**src/rtl/uart_rx_fifo_controller.sv**
```systemverilog
// UART receiver with 3-sample majority voting, configurable frame format,
// break detection and a show-ahead receive FIFO that carries per-character
// parity/frame flags alongside the data.
// The receiver samples the pin through a two-flop synchroniser. It counts
// oversampling phases on baud_tick and writes each completed character into
// the FIFO. The FIFO head is held in registers, so the head character and
// its flags come straight from flops.

module uart_rx_fifo_controller #(
  parameter int DATA_BITS   = 8,
  parameter int PARITY_MODE = 0,
  parameter int STOP_BITS   = 1,
  parameter int OVERSAMPLE  = 16,
  parameter int FIFO_DEPTH  = 8
) (
  input  logic                          Clk,
  input  logic                          Resetn,
  input  logic                          Enable,
  input  logic                          baud_tick,
  input  logic                          UART_RX_I,
  input  logic                          Unload_data,
  input  logic                          Clear_status,
  output logic [DATA_BITS-1:0]          RX_data,
  output logic                          Parity_error,
  output logic                          Frame_error,
  output logic                          Empty,
  output logic                          Full,
  output logic [$clog2(FIFO_DEPTH):0]   Level,
  output logic                          Overrun,
  output logic                          Break_detect
);

  // ---------------------------------------------------------------------
  // Derived constants
  // ---------------------------------------------------------------------
  localparam int PH_W    = $clog2(OVERSAMPLE);
  localparam int BC_W    = $clog2(DATA_BITS + 1);
  localparam int PTR_W   = $clog2(FIFO_DEPTH);
  localparam int LVL_W   = PTR_W + 1;
  localparam int ENTRY_W = DATA_BITS + 2;

  localparam logic [PH_W-1:0]  PH_VOTE0  = PH_W'(OVERSAMPLE / 2 - 1);
  localparam logic [PH_W-1:0]  PH_VOTE1  = PH_W'(OVERSAMPLE / 2);
  localparam logic [PH_W-1:0]  PH_DECIDE = PH_W'(OVERSAMPLE / 2 + 1);
  localparam logic [PH_W-1:0]  PH_LAST   = PH_W'(OVERSAMPLE - 1);
  localparam logic [BC_W-1:0]  BC_LAST   = BC_W'(DATA_BITS);
  localparam logic [LVL_W-1:0] LVL_FULL  = LVL_W'(FIFO_DEPTH);
  localparam logic [1:0]       PMODE     = 2'(PARITY_MODE);
  localparam logic             STOP_LAST = 1'(STOP_BITS - 1);

  typedef enum logic [2:0] {
    ST_IDLE   = 3'd0,
    ST_START  = 3'd1,
    ST_DATA   = 3'd2,
    ST_PARITY = 3'd3,
    ST_STOP   = 3'd4,
    ST_BREAK  = 3'd5
  } state_t;

  // Parity check of a received character: returns 1 when the ones count of
  // data plus parity bit disagrees with the configured mode.
  function automatic logic parity_err_f(input logic [DATA_BITS-1:0] d,
                                        input logic                 p);
    logic ones_odd;
    ones_odd = ^{d, p};
    case (PMODE)
      2'd1:    return ones_odd;
      2'd2:    return ~ones_odd;
      default: return 1'b0;
    endcase
  endfunction

  // ---------------------------------------------------------------------
  // Declarations
  // ---------------------------------------------------------------------
  logic                 sync1_r, sync2_r, rx_s;
  state_t               state_r, state_nxt_s;
  logic [PH_W-1:0]      ph_r;
  logic                 vote0_r, vote1_r;
  logic [BC_W-1:0]      bit_cnt_r;
  logic [DATA_BITS-1:0] shift_r;
  logic                 par_bit_r;
  logic                 stop_idx_r;
  logic                 fe_acc_r;

  logic                 frame_tick_s, decide_s, bit_end_s, maj_s;
  logic                 last_stop_s, break_cond_s;
  logic                 start_s, shift_en_s, par_cap_s, stop_acc_s, stop_adv_s;
  logic                 wr_req_s, brk_set_s;
  logic                 pe_s, fe_s;
  logic [ENTRY_W-1:0]   wr_word_s;

  logic [ENTRY_W-1:0]   mem_r [FIFO_DEPTH];
  logic [PTR_W-1:0]     wr_ptr_r, rd_ptr_r, rd_ptr_nxt_s;
  logic [LVL_W-1:0]     level_r, level_nxt_s;
  logic                 empty_r, full_r;
  logic [ENTRY_W-1:0]   head_r, head_nxt_s;
  logic                 pop_s, push_s, ovr_set_s;
  logic                 overrun_r, break_r;

  // ---------------------------------------------------------------------
  // Input synchroniser and bit-timing decode
  // ---------------------------------------------------------------------
  // Two-flop synchroniser on the asynchronous pin; idles at mark level.
  always_ff @(posedge Clk or negedge Resetn) begin
    if (!Resetn) begin
      sync1_r <= 1'b1;
      sync2_r <= 1'b1;
    end else begin
      sync1_r <= UART_RX_I;
      sync2_r <= sync1_r;
    end
  end

  assign rx_s         = sync2_r;
  assign frame_tick_s = baud_tick && (state_r != ST_IDLE);
  assign decide_s     = frame_tick_s && (ph_r == PH_DECIDE);
  assign bit_end_s    = frame_tick_s && (ph_r == PH_LAST);
  // The third vote is the live sample on the decision tick.
  assign maj_s        = (vote0_r & vote1_r) | (vote0_r & rx_s) | (vote1_r & rx_s);
  assign last_stop_s  = (stop_idx_r == STOP_LAST);
  // A break needs an all-zero character, a zero parity bit (if any) and a
  // zero first stop bit.
  assign break_cond_s = (shift_r == '0) &&
                        ((PMODE == 2'd0) || (par_bit_r == 1'b0)) &&
                        (maj_s == 1'b0) && (stop_idx_r == 1'b0);

  assign pe_s      = parity_err_f(shift_r, par_bit_r);
  assign fe_s      = fe_acc_r | ~maj_s;
  assign wr_word_s = {fe_s, pe_s, shift_r};

  // ---------------------------------------------------------------------
  // Receive FSM
  // ---------------------------------------------------------------------
  // FSM state register.
  always_ff @(posedge Clk or negedge Resetn) begin
    if (!Resetn) begin
      state_r <= ST_IDLE;
    end else begin
      state_r <= state_nxt_s;
    end
  end

  // Next-state logic. Dropping Enable abandons any character in flight.
  always_comb begin
    state_nxt_s = state_r;
    if (!Enable) begin
      state_nxt_s = ST_IDLE;
    end else begin
      case (state_r)
        ST_IDLE: begin
          if (!rx_s) state_nxt_s = ST_START;
          else       state_nxt_s = ST_IDLE;
        end
        ST_START: begin
          if (decide_s && maj_s) state_nxt_s = ST_IDLE;
          else if (bit_end_s)    state_nxt_s = ST_DATA;
          else                   state_nxt_s = ST_START;
        end
        ST_DATA: begin
          if (bit_end_s && (bit_cnt_r == BC_LAST))
            state_nxt_s = (PMODE != 2'd0) ? ST_PARITY : ST_STOP;
          else
            state_nxt_s = ST_DATA;
        end
        ST_PARITY: begin
          if (bit_end_s) state_nxt_s = ST_STOP;
          else           state_nxt_s = ST_PARITY;
        end
        ST_STOP: begin
          // Complete on the final stop bit's decision, not at its end, so
          // the receiver can resync to a start bit that arrives early.
          if (decide_s && break_cond_s)     state_nxt_s = ST_BREAK;
          else if (decide_s && last_stop_s) state_nxt_s = ST_IDLE;
          else                              state_nxt_s = ST_STOP;
        end
        ST_BREAK: begin
          if (rx_s) state_nxt_s = ST_IDLE;
          else      state_nxt_s = ST_BREAK;
        end
        default: state_nxt_s = ST_IDLE;
      endcase
    end
  end

  // FSM control outputs that drive the bit datapath, FIFO write and flags.
  always_comb begin
    start_s    = 1'b0;
    shift_en_s = 1'b0;
    par_cap_s  = 1'b0;
    stop_acc_s = 1'b0;
    stop_adv_s = 1'b0;
    wr_req_s   = 1'b0;
    brk_set_s  = 1'b0;
    if (Enable) begin
      case (state_r)
        ST_IDLE:   start_s    = ~rx_s;
        ST_DATA:   shift_en_s = decide_s;
        ST_PARITY: par_cap_s  = decide_s;
        ST_STOP: begin
          if (decide_s) begin
            if (break_cond_s)     brk_set_s  = 1'b1;
            else if (last_stop_s) wr_req_s   = 1'b1;
            else                  stop_acc_s = 1'b1;
          end else begin
            stop_adv_s = bit_end_s;
          end
        end
        default: start_s = 1'b0;
      endcase
    end else begin
      start_s = 1'b0;
    end
  end

  // Bit-level datapath: phase counter, votes, data shifter and stop tracking.
  always_ff @(posedge Clk or negedge Resetn) begin
    if (!Resetn) begin
      ph_r       <= '0;
      vote0_r    <= 1'b0;
      vote1_r    <= 1'b0;
      bit_cnt_r  <= '0;
      shift_r    <= '0;
      par_bit_r  <= 1'b0;
      stop_idx_r <= 1'b0;
      fe_acc_r   <= 1'b0;
    end else if (start_s) begin
      ph_r       <= '0;
      vote0_r    <= 1'b0;
      vote1_r    <= 1'b0;
      bit_cnt_r  <= '0;
      shift_r    <= '0;
      par_bit_r  <= 1'b0;
      stop_idx_r <= 1'b0;
      fe_acc_r   <= 1'b0;
    end else begin
      if (frame_tick_s)
        ph_r <= (ph_r == PH_LAST) ? '0 : ph_r + PH_W'(1);
      if (frame_tick_s && (ph_r == PH_VOTE0))
        vote0_r <= rx_s;
      if (frame_tick_s && (ph_r == PH_VOTE1))
        vote1_r <= rx_s;
      if (shift_en_s) begin
        shift_r   <= {maj_s, shift_r[DATA_BITS-1:1]};
        bit_cnt_r <= bit_cnt_r + BC_W'(1);
      end
      if (par_cap_s)
        par_bit_r <= maj_s;
      if (stop_acc_s)
        fe_acc_r <= fe_acc_r | ~maj_s;
      if (stop_adv_s)
        stop_idx_r <= 1'b1;
    end
  end

  // ---------------------------------------------------------------------
  // Receive FIFO with registered show-ahead head
  // ---------------------------------------------------------------------
  assign pop_s     = Unload_data & ~empty_r;
  // A write into a full FIFO still succeeds when a pop frees a slot on the
  // same edge.
  assign push_s    = wr_req_s & (~full_r | pop_s);
  assign ovr_set_s = wr_req_s & full_r & ~pop_s;

  // Next read pointer, level and head entry after this cycle's push/pop.
  always_comb begin
    rd_ptr_nxt_s = rd_ptr_r;
    level_nxt_s  = level_r;
    head_nxt_s   = '0;
    if (pop_s) rd_ptr_nxt_s = rd_ptr_r + PTR_W'(1);
    else       rd_ptr_nxt_s = rd_ptr_r;
    case ({push_s, pop_s})
      2'b10:   level_nxt_s = level_r + LVL_W'(1);
      2'b01:   level_nxt_s = level_r - LVL_W'(1);
      default: level_nxt_s = level_r;
    endcase
    // The new head is the entry being written when it lands in the slot
    // the read pointer moves to, otherwise it comes from storage.
    if (level_nxt_s == '0)                          head_nxt_s = '0;
    else if (push_s && (rd_ptr_nxt_s == wr_ptr_r))  head_nxt_s = wr_word_s;
    else                                            head_nxt_s = mem_r[rd_ptr_nxt_s];
  end

  // FIFO storage write port.
  always_ff @(posedge Clk) begin
    if (push_s) mem_r[wr_ptr_r] <= wr_word_s;
  end

  // FIFO pointers, occupancy and the registered head entry.
  always_ff @(posedge Clk or negedge Resetn) begin
    if (!Resetn) begin
      wr_ptr_r <= '0;
      rd_ptr_r <= '0;
      level_r  <= '0;
      empty_r  <= 1'b1;
      full_r   <= 1'b0;
      head_r   <= '0;
    end else begin
      if (push_s) wr_ptr_r <= wr_ptr_r + PTR_W'(1);
      rd_ptr_r <= rd_ptr_nxt_s;
      level_r  <= level_nxt_s;
      empty_r  <= (level_nxt_s == '0);
      full_r   <= (level_nxt_s == LVL_FULL);
      head_r   <= head_nxt_s;
    end
  end

  // Sticky status flags. A set event beats a clear in the same cycle.
  always_ff @(posedge Clk or negedge Resetn) begin
    if (!Resetn) begin
      overrun_r <= 1'b0;
      break_r   <= 1'b0;
    end else begin
      if (ovr_set_s)         overrun_r <= 1'b1;
      else if (Clear_status) overrun_r <= 1'b0;
      if (brk_set_s)         break_r   <= 1'b1;
      else if (Clear_status) break_r   <= 1'b0;
    end
  end

  assign RX_data      = head_r[DATA_BITS-1:0];
  assign Parity_error = head_r[DATA_BITS];
  assign Frame_error  = head_r[DATA_BITS+1];
  assign Empty        = empty_r;
  assign Full         = full_r;
  assign Level        = level_r;
  assign Overrun      = overrun_r;
  assign Break_detect = break_r;

endmodule

```
**config.mk**
```make
export PLATFORM = sky130hd
export DESIGN_NAME = uart_rx_fifo_controller
export DESIGN_NICKNAME = d
export VERILOG_FILES = /design/src/rtl/uart_rx_fifo_controller.sv
export SDC_FILE = /design/constraint.sdc
export NUM_CORES = 1
export LEC_CHECK = 0
export ABC_CLOCK_PERIOD_IN_PS = 9650
export CORE_MARGIN = 3
export CORE_UTILIZATION = 64
export DETAILED_ROUTE_END_ITERATION = 10
export PLACE_DENSITY = 0.87
export SLEW_MARGIN = 30
export SYNTH_ARGS = -nofsm -noshare
export SYNTH_HDL_FRONTEND = slang
export SYNTH_SLANG_ARGS = --single-unit
```
**constraint.sdc**
```tcl
create_clock -name Clk -period 9.65 [get_ports Clk]
set_clock_uncertainty 0.2 [all_clocks]
set_input_delay 1.93 -clock Clk [delete_from_list [all_inputs] [get_ports Clk]]
set_output_delay 1.93 -clock Clk [all_outputs]
set_load 0.01 [all_outputs]
```
==> impl_results.md <==
- Port buffer count: 23
- Synth Flop Type: sky130_fd_sc_hd__edfxtp_1
- Final Wtd Congestion: 0.857
- Library cell contributing the largest single delay on the critical path: sky130_fd_sc_hd__nor4b_4
- ANT nets after route: 0
- Maximum number of pins on one net before global-route repair: 49
- Number of hold violations in the final report: 0
- Most frequent CP cell: sky130_fd_sc_hd__xor2_1
- Final wirelength: 10900 um
- Count of H-tree levels built during CTS: 4
- Wire length of the first global-routing pass: 18200 um
- Final setup fails: 0
- Fraction of final layout cells with drive strength greater than 1: 13.1%
- Slowest cell delay on critical path: 650 ps
- Source-to-sink clock delay at the later pin of the worst-skew pair: 520 ps
- Summed instance area of the synthesized netlist: 5260 um^2
- Worst-case headroom to the max-slew limit: 31.1%
- Highest fanout seen on the critical path: 10
- Async set-or-reset flop fraction in the synthesized netlist: 40.0%
- FILL cells: 419
- Max-Cap Viols: 0
- Critical Path Sink Type: flip-flop
- Worst slack at placement: 3950 ps
- Row count: 32
- Required time of the critical path: 9810 ps
- Detailed-route vias per instance: 6.01
- Post-synthesis sequential area ratio: 64.0%
- Master cell of the clock root buffer: sky130_fd_sc_hd__clkbuf_8
- Count of vias placed by the detailed router: 3504
- Sw frac: 32.0%
- DRC marker count from the first detailed-route iteration: 245
- Final net count: 485
- Post-synthesis cell type with the largest combined area: sky130_fd_sc_hd__edfxtp_1
- DRC violations left: 0
- Clock buffer count from CTS: 17
- Clock tree from TritonCTS: yes
- Area used by multi-input combinational logic: 1760 um^2
- Diodes inserted: 0
- Avg Inst Size Synth: 12.0 um^2
- RSZ-0062 raised after global routing: false
- Leading cell types in the layout, fill and taps excluded: 78 x sky130_fd_sc_hd__nand2_1, 72 x sky130_fd_sc_hd__edfxtp_1, 45 x sky130_fd_sc_hd__dfrtp_1, 39 x sky130_fd_sc_hd__nor2_1, 36 x sky130_fd_sc_hd__a21oi_1
- Crit path DAT: 5250 ps
- Clock-pin slew of the registers on the worst-case setup and hold paths: 60 ps
- Most common cell after layout, fill and taps aside: sky130_fd_sc_hd__nand2_1
- Share of power burned in combinational logic: 23.4%
- Worst Slack Setup Final: 4560 ps
- Starting density of the core: 67.0%
- Post-DP HPWL: 6620 um
- Switching power: 507 uW
- Footprint of the flip-flops and latches: 3370 um^2
- Internal power summed over all cells: 1080 uW
- First drt pass iteration count: 5
- Count of flip-flops with a built-in enable after synthesis: 72
- Power density over cell area: 257 nW/um^2
- Total power draw: 1580 uW
- Count of cell types in the netlist: 48
- Total die area: 9340 um^2
- Count of clock tree sinks: 120
- Die Y-Extent: 96.6 um
- GRT Resource Usage Total: 25.1%
- Top-Level Pins: 25
- Reported leakage power: 0.00243 uW
- Number of pins with negative max-slew slack in the final report: 0
- Cell breakdown of the critical path: clkdlybuf4s50_1 > o31a_2 > nand3_1 > nand4b_4 > ha_1 > xor2_1 > ha_1 > a21oi_1 > xor2_1 > nor2_1 > xor2_1 > nor4b_4 > a211oi_1
- Clock group share of total power: 38.2%
- Buffers plus inverters on the worst setup path: 1
- Type of origin of the critical path: input pin
- Max Freq: 196 MHz
- Initial antenna violation count: 0
- Layout overhead on the synthesized area: 17.4%
- Pin slew with the least headroom to its limit: 1030 ps
- Worst hold-check path type: reg2reg
- Quantity of hold-fixing buffers added after cts: 0
- Leading cell types by total area after synthesis: sky130_fd_sc_hd__edfxtp_1 41%, sky130_fd_sc_hd__dfrtp_1 21%, sky130_fd_sc_hd__nand2_1 5.6%
- Run status: completed
- Syn. warnings: 0
- Synthesized netlist cell count: 437
- Area share of the largest cell type after synthesis: 41.1%
- Total nets after synthesis: 454
- Number of flip-flops and latches in the synthesized netlist: 120
- Core area: 7850 um^2
- Fraction of power consumed by sequential logic: 38.4%
- Vias in the first global route: 3669
- Total negative slack: 0 ps
- Deepest clock path buffer count: 2
- Delay-heaviest family, CP: simple AND/OR/NAND/NOR gates
- Buffers inserted during post-CTS setup optimization: 0
- Ratio of final minimum period to clock period: 52.8%
- Maximum vdd drop: 137 uV
- Cts repair resizes: 0
- Routed len/inst: 18.7 um
- Total grt overflow: 0
- Time the worst path needs with I/O delays and setup: 5090 ps
- Critical setup path kind: in2reg
- Die width: 96.6 um
==> cell type report <==
type	instances	share of cell area, %
tap	102	2.07
clock inverter	15	2.74
multi-input combinational	285	28.5
clock buffer	17	6.71
sequential	120	54.6
timing repair buffer	30	4.54
inverter	14	0.892
==> sequential cells by signal, indices dropped and copies added (netlist names), 3 cells and up <==
name,flops
mem_r,72
head_r,9
shift_r,8
Level,4
bit_cnt_r,4
ph_r,4
rd_ptr_r,3
state_r,3
wr_ptr_r,3
==> kinds of logic after synthesis <==
logic type / Yosys count / synth area share [%]
other cells: 1 / 0.0713
simple gates: 170 / 15.3
buf+inv: 32 / 3.16
xor+xnor: 17 / 3.19
compound gates: 64 / 7.31
fa+ha+maj: 11 / 2.57
mux: 22 / 4.33
flops: 120 / 64.0
==> cells in the mapped netlist, types with 2 or more instances <==
| cell | n |
|---|---|
| sky130_fd_sc_hd__a211oi_1 | 8 |
| sky130_fd_sc_hd__a21oi_1 | 36 |
| sky130_fd_sc_hd__a31oi_1 | 7 |
| sky130_fd_sc_hd__buf_2 | 5 |
| sky130_fd_sc_hd__buf_4 | 2 |
| sky130_fd_sc_hd__buf_6 | 4 |
| sky130_fd_sc_hd__clkbuf_1 | 6 |
| sky130_fd_sc_hd__dfrtp_1 | 45 |
| sky130_fd_sc_hd__dfstp_2 | 3 |
| sky130_fd_sc_hd__edfxtp_1 | 72 |
| sky130_fd_sc_hd__ha_1 | 10 |
| sky130_fd_sc_hd__inv_1 | 12 |
| sky130_fd_sc_hd__mux2_2 | 6 |
| sky130_fd_sc_hd__mux2i_1 | 16 |
| sky130_fd_sc_hd__nand2_1 | 78 |
| sky130_fd_sc_hd__nand2b_1 | 4 |
| sky130_fd_sc_hd__nand3_1 | 5 |
| sky130_fd_sc_hd__nand3b_1 | 3 |
| sky130_fd_sc_hd__nand4_1 | 2 |
| sky130_fd_sc_hd__nor2_1 | 39 |
| sky130_fd_sc_hd__nor2b_1 | 4 |
| sky130_fd_sc_hd__nor3_1 | 12 |
| sky130_fd_sc_hd__nor4_1 | 13 |
| sky130_fd_sc_hd__nor4b_1 | 2 |
| sky130_fd_sc_hd__o21ai_0 | 3 |
| sky130_fd_sc_hd__o22ai_1 | 3 |
| sky130_fd_sc_hd__o311a_1 | 2 |
| sky130_fd_sc_hd__xnor2_1 | 7 |
| sky130_fd_sc_hd__xor2_1 | 9 |
==> worst register-to-register path: cells and delay by family (launching register included) <==
kind                     cells  cell delay (ps)
flip-flops                   1              520
XOR/XNOR                     3              500
adder cells (fa/ha/maj)      2              460
AND/OR/NAND/NOR              5             1800
AO/OA/AOI/OAI                2              310
==> metal layers <==
| metal | track usage [%] | vias up | part of all wire [%] |
|---|---|---|---|
| met1 | 31.1 | 1711 | 40 |
| li1 | - | 1626 | - |
| met3 | 7.50 | 25 | 6.1 |
| met2 | 40.5 | 142 | 52 |
| met4 | 12.0 | 0 | 2.0 |
| met5 | 0 | - | 0 |
==> final timing paths <==
| kind | from | end | slack, ps | cells past startpoint |
|---|---|---|---|---|
| max in group asynchronous | Resetn | Level[2] | 7610 | 1 |
| max | baud_tick | head_r[0] | 4560 | 13 |
| min | sync1_r | rx_s | 160 | 0 |
| max reg2reg | shift_r[2] | head_r[0] | 5720 | 12 |
| min reg2reg | sync1_r | rx_s | 160 | 0 |
| min in group asynchronous | Resetn | bit_cnt_r[0] | 1230 | 1 |
==> power groups by stage <==
stage | clock (uW) | sequential [uW] | combinational, uW
after floorplan | 0 | 609 | 239
after global placement | 0 | 612 | 331
after detailed placement | 0 | 616 | 345
after CTS | 611 | 607 | 358
after global routing | 639 | 611 | 398
final | 606 | 608 | 370
==> stage by stage <==
stage	hold slack, ps	area (um^2)	util (%)	std cells
6_report	157	6170	78.6	583
5_1_grt	164	6170	78.6	583
4_1_cts	157	6160	78.5	583
3_5_place_dp	148	5580	71.1	551
3_3_place_gp	146	5570	71.0	551
2_1_floorplan	145	5260	-	437
Note: power is estimated with default switching activity, not from simulation.
